[config.mk]
export PLATFORM = sky130hd
export DESIGN_NAME = muldiv_unit
export DESIGN_NICKNAME = d
export VERILOG_FILES = /design/src/rtl/muldiv_unit.sv
export SDC_FILE = /design/constraint.sdc
export NUM_CORES = 1
export LEC_CHECK = 0
export CAP_MARGIN = 30
export CELL_PAD_IN_SITES_DETAIL_PLACEMENT = 1
export CELL_PAD_IN_SITES_GLOBAL_PLACEMENT = 2
export CORE_MARGIN = 2
export CORE_UTILIZATION = 33
export CTS_CLUSTER_DIAMETER = 50
export DETAILED_ROUTE_END_ITERATION = 16
export PLACE_DENSITY = 0.82
export SLEW_MARGIN = 20
export SYNTH_ARGS = -nofsm -noshare
export SYNTH_HDL_FRONTEND = slang
export SYNTH_SLANG_ARGS = --single-unit
[constraint.sdc]
create_clock -name clk -period 3.1 [get_ports clk]
set_input_delay 0.62 -clock clk [delete_from_list [all_inputs] [get_ports clk]]
set_output_delay 0.62 -clock clk [all_outputs]
set_load 0.03 [all_outputs]
[src/rtl/muldiv_unit.sv]
// RV32M multiply/divide unit: iterative shift-add multiply and restoring divide on operand
// magnitudes, one bit per cycle, with sign fix-up and the RISC-V divide special cases.
module muldiv_unit #(
  parameter int unsigned XLEN = 32
) (
  input  logic            clk,
  input  logic            reset,
  input  logic            start,
  input  logic [2:0]      funct3,
  input  logic [XLEN-1:0] rs1_data,
  input  logic [XLEN-1:0] rs2_data,
  input  logic [4:0]      rd_in,
  output logic            busy,
  output logic            done,
  output logic [XLEN-1:0] result,
  output logic [4:0]      rd_out
);

  localparam int unsigned W = XLEN;
  localparam logic [5:0] LastIter = 6'(W - 1);

  typedef enum logic [1:0] {StIdle, StCalc, StDone} state_e;

  state_e           state_q, state_d;
  logic [5:0]       cnt_q, cnt_d;
  logic [2:0]       op_q, op_d;
  logic [4:0]       rd_q, rd_d;
  logic             sign_a_q, sign_a_d;
  logic             sign_b_q, sign_b_d;
  logic             spec_q, spec_d;
  logic [W-1:0]     opa_q, opa_d;
  logic [W-1:0]     opb_q, opb_d;
  logic [2*W-1:0]   acc_q, acc_d;
  logic [W:0]       rem_q, rem_d;
  logic             done_q, done_d;
  logic [W-1:0]     result_q, result_d;
  logic [4:0]       rd_out_q, rd_out_d;

  // Accept-time decode of the incoming request
  logic         a_signed_in, b_signed_in;
  logic         sa_in, sb_in;
  logic [W-1:0] mag_a_in, mag_b_in;
  logic         div_zero_in, div_ovf_in;

  always_comb begin
    a_signed_in = (funct3 == 3'b001) || (funct3 == 3'b010) ||
                  (funct3 == 3'b100) || (funct3 == 3'b110);
    b_signed_in = (funct3 == 3'b001) || (funct3 == 3'b100) || (funct3 == 3'b110);
    sa_in       = a_signed_in && rs1_data[W-1];
    sb_in       = b_signed_in && rs2_data[W-1];
    mag_a_in    = sa_in ? (~rs1_data + 1'b1) : rs1_data;
    mag_b_in    = sb_in ? (~rs2_data + 1'b1) : rs2_data;
    div_zero_in = funct3[2] && (rs2_data == '0);
    div_ovf_in  = funct3[2] && !funct3[0] &&
                  (rs1_data == {1'b1, {(W-1){1'b0}}}) && (rs2_data == '1);
  end

  // One iteration of each algorithm
  logic [W:0]     mul_sum;
  logic [2*W-1:0] mul_next;
  logic [W+1:0]   rem_sh;
  logic [W+1:0]   rem_diff;
  logic           rem_take;

  always_comb begin
    // Multiplier sits in acc low half and shifts out LSB-first; product grows in high half.
    mul_sum  = {1'b0, acc_q[2*W-1:W]} + (acc_q[0] ? {1'b0, opa_q} : '0);
    mul_next = {mul_sum, acc_q[W-1:1]};
    // Dividend shifts out of acc low half MSB-first into the partial remainder.
    rem_sh   = {rem_q, acc_q[W-1]};
    rem_diff = rem_sh - {2'b00, opb_q};
    rem_take = !rem_diff[W+1];
  end

  // Sign fix-up and result selection from the latched op
  logic [2*W-1:0] prod_signed;
  logic [W-1:0]   quo_signed;
  logic [W-1:0]   rem_signed;
  logic [W-1:0]   final_res;

  always_comb begin
    prod_signed = (sign_a_q ^ sign_b_q) ? (~acc_q + 1'b1) : acc_q;
    quo_signed  = (sign_a_q ^ sign_b_q) ? (~acc_q[W-1:0] + 1'b1) : acc_q[W-1:0];
    rem_signed  = sign_a_q ? (~rem_q[W-1:0] + 1'b1) : rem_q[W-1:0];
    final_res   = '0;
    if (spec_q) begin
      final_res = acc_q[W-1:0];
    end else begin
      unique case (op_q)
        3'b000:                 final_res = prod_signed[W-1:0];
        3'b001, 3'b010, 3'b011: final_res = prod_signed[2*W-1:W];
        3'b100, 3'b101:         final_res = quo_signed;
        3'b110, 3'b111:         final_res = rem_signed;
        default:                final_res = '0;
      endcase
    end
  end

  always_comb begin
    state_d  = state_q;
    cnt_d    = cnt_q;
    op_d     = op_q;
    rd_d     = rd_q;
    sign_a_d = sign_a_q;
    sign_b_d = sign_b_q;
    spec_d   = spec_q;
    opa_d    = opa_q;
    opb_d    = opb_q;
    acc_d    = acc_q;
    rem_d    = rem_q;
    done_d   = 1'b0;
    result_d = result_q;
    rd_out_d = rd_out_q;

    unique case (state_q)
      StIdle: begin
        if (start) begin
          op_d     = funct3;
          rd_d     = rd_in;
          sign_a_d = sa_in;
          sign_b_d = sb_in;
          opa_d    = mag_a_in;
          opb_d    = mag_b_in;
          cnt_d    = '0;
          rem_d    = '0;
          spec_d   = 1'b0;
          acc_d    = funct3[2] ? {{W{1'b0}}, mag_a_in} : {{W{1'b0}}, mag_b_in};
          state_d  = StCalc;
          if (div_zero_in) begin
            spec_d  = 1'b1;
            acc_d   = {{W{1'b0}}, (funct3[1] ? rs1_data : {W{1'b1}})};
            state_d = StDone;
          end else if (div_ovf_in) begin
            spec_d  = 1'b1;
            acc_d   = {{W{1'b0}}, (funct3[1] ? {W{1'b0}} : {1'b1, {(W-1){1'b0}}})};
            state_d = StDone;
          end
        end
      end
      StCalc: begin
        cnt_d = cnt_q + 6'd1;
        if (op_q[2]) begin
          rem_d = rem_take ? rem_diff[W:0] : rem_sh[W:0];
          acc_d = {acc_q[2*W-1:W], acc_q[W-2:0], rem_take};
        end else begin
          acc_d = mul_next;
        end
        if (cnt_q == LastIter) begin
          state_d = StDone;
        end
      end
      StDone: begin
        done_d   = 1'b1;
        result_d = final_res;
        rd_out_d = rd_q;
        state_d  = StIdle;
      end
      default: state_d = StIdle;
    endcase
  end

  always_ff @(posedge clk or negedge reset) begin
    if (!reset) begin
      state_q  <= StIdle;
      cnt_q    <= '0;
      op_q     <= '0;
      rd_q     <= '0;
      sign_a_q <= 1'b0;
      sign_b_q <= 1'b0;
      spec_q   <= 1'b0;
      opa_q    <= '0;
      opb_q    <= '0;
      acc_q    <= '0;
      rem_q    <= '0;
      done_q   <= 1'b0;
      result_q <= '0;
      rd_out_q <= '0;
    end else begin
      state_q  <= state_d;
      cnt_q    <= cnt_d;
      op_q     <= op_d;
      rd_q     <= rd_d;
      sign_a_q <= sign_a_d;
      sign_b_q <= sign_b_d;
      spec_q   <= spec_d;
      opa_q    <= opa_d;
      opb_q    <= opb_d;
      acc_q    <= acc_d;
      rem_q    <= rem_d;
      done_q   <= done_d;
      result_q <= result_d;
      rd_out_q <= rd_out_d;
    end
  end

  // busy covers the accept cycle through the last cycle before the done pulse
  assign busy   = (state_q != StIdle);
  assign done   = done_q;
  assign result = result_q;
  assign rd_out = rd_out_q;

endmodule

# == After elaboration in Yosys (flattened, before gate mapping) ==
# Index checks and enable logic that the tools add are counted.
# word_totals
word_cells,105
reg_bits,218
input_bits,75
# classes
n_reduce_logical,26
n_mux,30
n_bitwise,6
n_addsub,8
eq_ne,20
# op_table
cell,count
two-way mux 32 bit,11
two-way mux 64 bit,3
"adder 32 x 1 -> 32 bit, second input constant",4
NOT 32 bit,4
case mux 32 bit (4 select lines),1
case mux 64 bit (2 select lines),1
two-way mux 33 bit,3
case mux 33 bit (2 select lines),1
"adder 64 x 1 -> 64 bit, second input constant",1
"== test 32 bit, second input constant",2
NOT 64 bit,1
subtractor 34 x 32 -> 34 bit,1
adder 32 x 32 -> 33 bit,1
logical NOT 32 bit,1
"== test 3 bit, second input constant",6
case mux 6 bit (2 select lines),1
"== test 3 x 2 -> 1 bit, second input constant",3
two-way mux 2 bit,4
"inequality test 2 bit, second input constant",4
"adder 6 x 1 -> 6 bit, second input constant",1
"== test 3 x 1 -> 1 bit, second input constant",2
"== test 6 x 5 -> 1 bit, second input constant",1
logical AND 1 bit,6
two-way mux 6 bit,1
other kinds (14),26

# == Logic depth before layout (Yosys ltp) ==
# Gate-level depths: netlist of run 1.
# logic_depth
depth_word,11
mapped_depth,14
mapped_depth_nobuf,13

# == Worst setup path after synthesis of run 1 ==
# Ideal clock, no wire load.
# synth_timing
path_kind,register to register
from,register rem_q[26]
to,register rem_q[27]
slack_ns,-0.172
period_less_slack_ns,3.272
arrival_ns,3.147
required_time_ns,2.976
stages_incl_launch_ff,13
setup_ns,0.124
path_cell_list,dfrtp_1 > ha_1 > clkbuf_1 > nand4_1 > nor3_1 > nand2_1 > a211oi_1 > o21bai_1 > a211oi_1 > clkbuf_1 > clkbuf_1 > a2bb2oi_1 > o21ai_1
# synth_between
elab_chain_len,4
# synth_rtl
item,line_no,source
from (decl),34,"logic [W:0] rem_q, rem_d;"
from (signal assigned),189,rem_q <= rem_d;
subtractor 34 x 32 -> 34 bit,71,"rem_diff = rem_sh - {2'b00, opb_q};"
two-way mux 33 bit *,143,rem_d = rem_take ? rem_diff[W:0] : rem_sh[W:0];
two-way mux 33 bit *,142,if (op_q[2]) begin
case mux 33 bit (2 select lines) *,115,unique case (state_q)
# Every way passes the cells marked *; elsewhere a longest branch is shown, timed or not. The select of a mux whose other input is x is not followed.
# A chain may end at the register's enable or synchronous reset.

# == Worst setup path in the final report of run 1 ==
# layout_timing
from,register rem_q[15]
to,register result_q[31] (netlist: result[31])
# layout_between
elab_chain_len,5
# layout_rtl
item,line_no,source
NOT 32 bit,84,rem_signed = sign_a_q ? (~rem_q[W-1:0] + 1'b1) : rem_q[W-1:0];
adder 32 x 1 -> 32 bit,84,
two-way mux 32 bit,84,
case mux 32 bit (4 select lines),89,unique case (op_q)
two-way mux 32 bit,86,if (spec_q) begin
to (signal assigned),191,result_q <= result_d;
to (decl),36,"logic [W-1:0] result_q, result_d;"
# Every way passes these cells.

==> flow_summary.toml, run 1 <==
[route]
dr_wl_met2_um = 37800
dr.pass1.iters = 5
wl_per_cell_um = 23.6
via_count = 19000
drt-vias-per-instance = 5.62
route.met3.wl_um = 3740
route.detailed.drc = 0
ant_nets = 0
drt-initial-drc-count = 1269
highest_layer = "met5"
drt_wl_total_um = 79800
wl_met1_um = 35200

[logic_synthesis]
yosys.area_share.simple_pct = 19.2
synth_xor_area_share_pct = 10.1
synth_edf_count = 0
synth_area_um2 = 17300
ys_seq_area_share_pct = 31.6
netlist-cell-type-count = 77
synth_cells = 2163
ys.flop_type = "dfrtp_1"
yosys_warnings = 0
synth_fa_ha_area_share_pct = 5.30
avgSynthCellArea_um2 = 7.99
synth_compound_area_share_pct = 24.6
synthArstFlopShare_pct = 100
synth_seq_cells = 218
synth_top_family_by_area = "compound AO/OA/AOI/OAI gates"
syn-num-nets = 2310
synthMuxAreaShare_pct = 4.67

[die]
core_um2 = 51500
die_y_um = 233
initial_utilization_pct = 33.5
die-area_um2 = 54200
row_count = 83
io-pin-count = 114
die-width_um = 233

[pwr]
leakage_uw = 0.0109
cellPowerDensity_nw_per_um2 = 1250
vdd.ir_drop.worst_uv = 593

[cells_and_area]
layout_commonest_cell = "buf_4"
area_growth_pct = 43.6
mostFrequentLayoutCells = "475 x buf_4, 289 x nand2_1, 205 x dfrtp_1"
nFillCells = 6140
drive_gt1_share_pct = 26.6
final_area_um2 = 24800
final_nets = 2826
diodes = 0

[worst_setup_path]
cp_slowest_stage_delay_ns = 0.54
path_class = "reg -> reg"
crit_family = "simple AND/OR/NAND/NOR gates"
cp-start-kind = "register"
reg2reg_slack_ns = -0.22
cp_data_arrival_time_ns = 3.73
cp_data_required_time_ns = 3.50
worstSetupEndpointType = "register"
path_max_fanout = 3
worst_path_most_repeated_cell = "or4_4"
cp_num_buf_inv = 0
cpMaxStageDelayCell = "or4_4"
path_cells = "or4_4 -> or4_4 -> or4_4 -> or4_4 -> o31ai_4 -> xor2_2 -> o221ai_1 -> a21oi_1 -> a311oi_1"

[placed_design]
port_buffers = 113
gp_congestion = 0.943
hpwl_um = 62000
place_area_um2 = 22400

[clocking]
numCtsBuffers = 36
clkTransAtPathRegs_ns = 0.06
clk_path_buf_depth = 3
clk_latency_ns = 0.57
cts.sinks = 218
cts_root_buf = "clkbuf_16"
hold_buffers = 0
h-tree-depth = 2
cts_tree = "built"

[sta]
slew_violations = 0
final-hold-violation-count = 0
clock.fmax_mhz = 301
worst_slack_ns = -0.223
min_period_ns = 3.32
finalCritPeriodShare_pct = 107
tns_ns = -1.49
setup-violations-final = 14
rsz0062_at_grt = "yes"
tightestPinTransition_ns = 0.944
finClkSkew_ns = 0.0196
hold_ws_ns = 0.0366
slew_headroom_pct = 36.5

[status]
violations = "negative setup slack"
status = "complete, but fails checks"

[hold_path]
hold_class = "in -> async"

[global_route]
grt-ovfl-total = 0
grt_pass1_wl_um = 120000
grt_antenna_before_repair = 1
grt_max_degree = 76
first_global_vias = 20000
grt.total_usage_pct = 28.9

[flow_run]
maxCapViolCount = 0
layer usage:
metal / vias to the layer above / global-route usage, %
met5: - / 0
met4: 2 / 11.6
met2: 502 / 48.1
li1: 8829 / -
met1: 9576 / 38.2
met3: 135 / 3.25
worst paths after layout:
| check | start | end | depth (start not counted) |
|---|---|---|---|
| setup reg to reg | rem_q[15] | result[31] | 9 |
| setup / recovery | rem_q[15] | result[31] | 9 |
| min in group clk | rd_q[4] | rd_out[4] | 2 |
| max in group asynchronous | reset | rem_q[18] | 2 |
| hold reg to reg | rd_q[4] | rd_out[4] | 2 |
| hold / removal | reset | opa_q[10] | 1 |
state kept, by name, indices dropped and copies added (netlist names), 5 cells and up:
register and count:
acc_q 64, cnt_q 6, opa_q 32, opb_q 32, rd_out 5, rd_q 5, rem_q 33, result 32
area by class of cell:
type                            count  area (µm²)  share of cell area (%)
Clock buffer                       47        1030                    4.17
Clock inverter                     19         231                   0.933
Inverter                           76         285                    1.15
Multi-Input combinational cell   1740       11900                    48.0
Sequential cell                   218        5470                    22.1
Tap cell                          680         851                    3.43
Timing Repair Buffer              607        5010                    20.2
what timing repair did:
item	CTS	global route
setup endpoints to repair	53	76
pin swaps	25	78
gates resized for setup	62	127
cloned	1	1
setup buffers	11	22
stage by stage:
stage                     power [µW]  util (%)  cells  setup slack, ns
after floorplan                16300         -   2163           -0.123
after global placement         23500      43.4   3290           -0.453
after detailed placement       24200      43.4   3290           -0.515
after CTS                      29400      46.7   3368           -0.223
after global routing           32900      48.2   3387           -0.339
final                          31000      48.2   3387           -0.223
Yosys cell counts (34+ instances only):
cell type / number / area (µm²)
nand2_1: 293 / 1100
dfrtp_1: 218 / 5460
o21ai_0: 182 / 911
a21oi_1: 153 / 766
nor2_1: 121 / 454
clkbuf_1: 120 / 450
xor2_1: 107 / 937
xnor2_1: 93 / 815
inv_1: 75 / 282
mux2i_1: 75 / 751
ha_1: 70 / 876
o21ai_1: 70 / 350
nor3_1: 52 / 260
o31ai_1: 44 / 330
and2_1: 42 / 263
a211oi_1: 35 / 263
a31oi_1: 34 / 213
logic make-up after synthesis:
kind of cell / after synthesis
AO/OA/AOI/OAI: 693
XOR/XNOR: 200
adder cells (fa/ha/maj): 72
buffers and inverters: 205
flip-flops: 218
multiplexers: 80
AND/OR/NAND/NOR: 695
where the power goes:
| part | internal [µW] | leakage (µW) | switching (µW) |
|---|---|---|---|
| logic | 9170 | 0.00751 | 12100 |
| clock network | 2650 | 0.000618 | 1630 |
| registers | 4120 | 0.00273 | 1260 |
| total | 15900 | 0.0109 | 15000 |
worst reg2reg max path: cells and delay by family, from the launching register on:
| family | cells | cell delay, ns |
|---|---|---|
| and+or+nand+nor | 4 | 1.99 |
| DFF | 1 | 0.37 |
| xor gates and xnor gates | 1 | 0.21 |
| AOI/OAI and AO/OA | 4 | 0.60 |
Note: power is estimated with default switching activity, not from simulation.
==> run 2: changes to the inputs <==
- CTS_CLUSTER_SIZE: default -> 12
==> run 2 against run 1 <==
Against the previous run:
- the flow still finishes with violations (negative setup slack)
- combinational power barely moved
- via count rose by 0.14%
- critical path depth did not move
- die area did not move
- largest power group unchanged
==> flow_summary.toml, run 2 (synthesis gave the netlist of run 1 again) <==
[placed_design]
gp_congestion = 0.943
place_inst = 3290
place_area_um2 = 22400
hpwl_um = 62000
port_buffers = 113

[cells_and_area]
final_area_um2 = 24900
top_register = "acc_q"
layout_commonest_cell = "buf_4"
drive_gt1_share_pct = 27.2
final_nets = 2828
largest_register_ffs = 64
top_regs = "acc_q (64), rem_q (33)"
mostFrequentLayoutCells = "471 x buf_4, 290 x nand2_1, 211 x dfrtp_1"
area_growth_pct = 44.4
diodes = 0
nFillCells = 6128
layoutNonFillerInstCount = 3387
final_util_pct = 48.4

[clocking]
cts_root_buf = "clkbuf_16"
cts.sinks = 218
cts_tree = "built"
clk_latency_ns = 0.56
numCtsBuffers = 36
clkTransAtPathRegs_ns = 0.06
h-tree-depth = 2
hold_buffers = 0
clk_path_buf_depth = 3

[sta]
finalCritPeriodShare_pct = 107
min_period_ns = 3.33
slew_headroom_pct = 39.1
setup-violations-final = 12
tightestPinTransition_ns = 0.906
rsz0062_at_grt = "yes"
clock.fmax_mhz = 300
final-hold-violation-count = 0
finClkSkew_ns = 0.0146
slew_violations = 0
worst_slack_ns = -0.228

[route]
drt-vias-per-instance = 5.63
drt_wl_total_um = 80300
route.detailed.drc = 0
via_count = 19100
wl_per_cell_um = 23.7
ant_nets = 0
drt-initial-drc-count = 1475
dr.pass1.iters = 5

[global_route]
busiest_layer = "met2"
grt_pass1_wl_um = 120000
grt-ovfl-total = 0
first_global_vias = 20000
grt_antenna_before_repair = 1
grt_max_degree = 76
gr-usage-met2_pct = 48.1
grt.total_usage_pct = 28.9
met3_usage_pct = 3.31
met1_usage_pct = 38.2

[flow_run]
maxCapViolCount = 0

[worst_setup_path]
cpMaxStageDelayCell = "or4_4"
cp_slowest_stage_delay_ns = 0.54
rr_startpoint = "rem_q[15]"
reg2reg_slack_ns = -0.23
path_class = "reg -> reg"
cp-start-kind = "register"
r2r-end = "result[29]"
rr_worst_depth = 9
path_max_fanout = 3
worst_path_most_repeated_cell = "or4_4"
cp_num_buf_inv = 0
crit_family = "simple AND/OR/NAND/NOR gates"
path_cells = "or4_4 -> or4_4 -> or4_4 -> or4_4 -> o41ai_4 -> xor2_1 -> o221ai_1 -> a21oi_1 -> a21oi_1"
cp_data_required_time_ns = 3.53
worstSetupEndpointType = "register"
cp_data_arrival_time_ns = 3.76

[die]
die_y_um = 233
initial_utilization_pct = 33.5
core_um2 = 51500
die-width_um = 233
row_count = 83
die-area_um2 = 54200
io-pin-count = 114

[pwr]
leakage_uw = 0.0109
vdd.ir_drop.worst_uv = 529
finalPower_uw = 31100
cellPowerDensity_nw_per_um2 = 1250

[status]
status = "complete, but fails checks"
violations = "negative setup slack"

[hold_path]
hold_class = "in -> async"
==> run 2: changes by cell type in the layout (fill, tap and decap cells not counted), moves of 4 or more <==
cell,delta
dfrtp_1,+6
clkbuf_1,-4
nor3_1,-4
buf_6,+5
dfrtp_2,-6
and2_1,-6
buf_4,-4
and2_4,+7
==> run 2: worst max path at each step <==
stage / start / endpoint / slack (ns) / depth (start not counted)
finish: rem_q[15] / result[29] / -0.23 / 9
detailed placement: rs1_data[1] / acc_q[16] / -0.52 / 13
global route: rem_q[15] / result[29] / -0.34 / 9
floorplan: rem_q[15] / result[31] / -0.12 / 9
CTS: rem_q[15] / result[31] / -0.24 / 9
global placement: rs1_data[0] / acc_q[16] / -0.45 / 13
==> run 2: worst register-to-register path, delay by kind of cell (launching register included) <==
family           cells  cell delay, ns
AND/OR/NAND/NOR      4            2.00
AO/OA/AOI/OAI        4            0.61
flip-flops           1            0.37
XOR/XNOR             1            0.22
==> run 2: through the flow <==
stage,setup TNS (ns),hold slack (ns),setup slack (ns)
after floorplan,-0.249,0.324,-0.123
after global placement,-15.33,0.444,-0.453
after detailed placement,-20.92,0.467,-0.515
after CTS,-0.899,0.0532,-0.240
after global routing,-3.71,0.0791,-0.338
final,-1.38,0.0518,-0.228
==> run 2: area by class of cell <==
class                           count  area, µm²  share of cell area [%]
Tap cell                          680        851                    3.41
Multi-Input combinational cell   1740      12000                    48.2
Timing Repair Buffer              609       5060                    20.3
Sequential cell                   218       5460                    21.9
Clock inverter                     21        225                   0.903
Clock buffer                       43       1020                    4.09
Inverter                           76        285                    1.14
==> run 2: where the power goes <==
| part | total (µW) | leakage (µW) | internal [µW] | switching [µW] |
|---|---|---|---|---|
| Clock | 4210 | 0.000604 | 2560 | 1650 |
| Sequential | 5410 | 0.00274 | 4110 | 1300 |
| Combinational | 21500 | 0.00757 | 9250 | 12200 |
| Total | 31100 | 0.0109 | 15900 | 15200 |
==> run 2: repair_timing <==
action                     CTS  global route
setup endpoints to repair   56            76
cloned                       1             2
pin swaps                   26            82
buffers inserted            12            23
resized for setup           63           151
==> run 2: layer usage <==
metal | routed length [µm] | vias to the layer above
li1 | - | 8818
met1 | 34900 | 9526
met2 | 37800 | 568
met3 | 4110 | 157
met4 | 3450 | 2
met5 | 13 | -
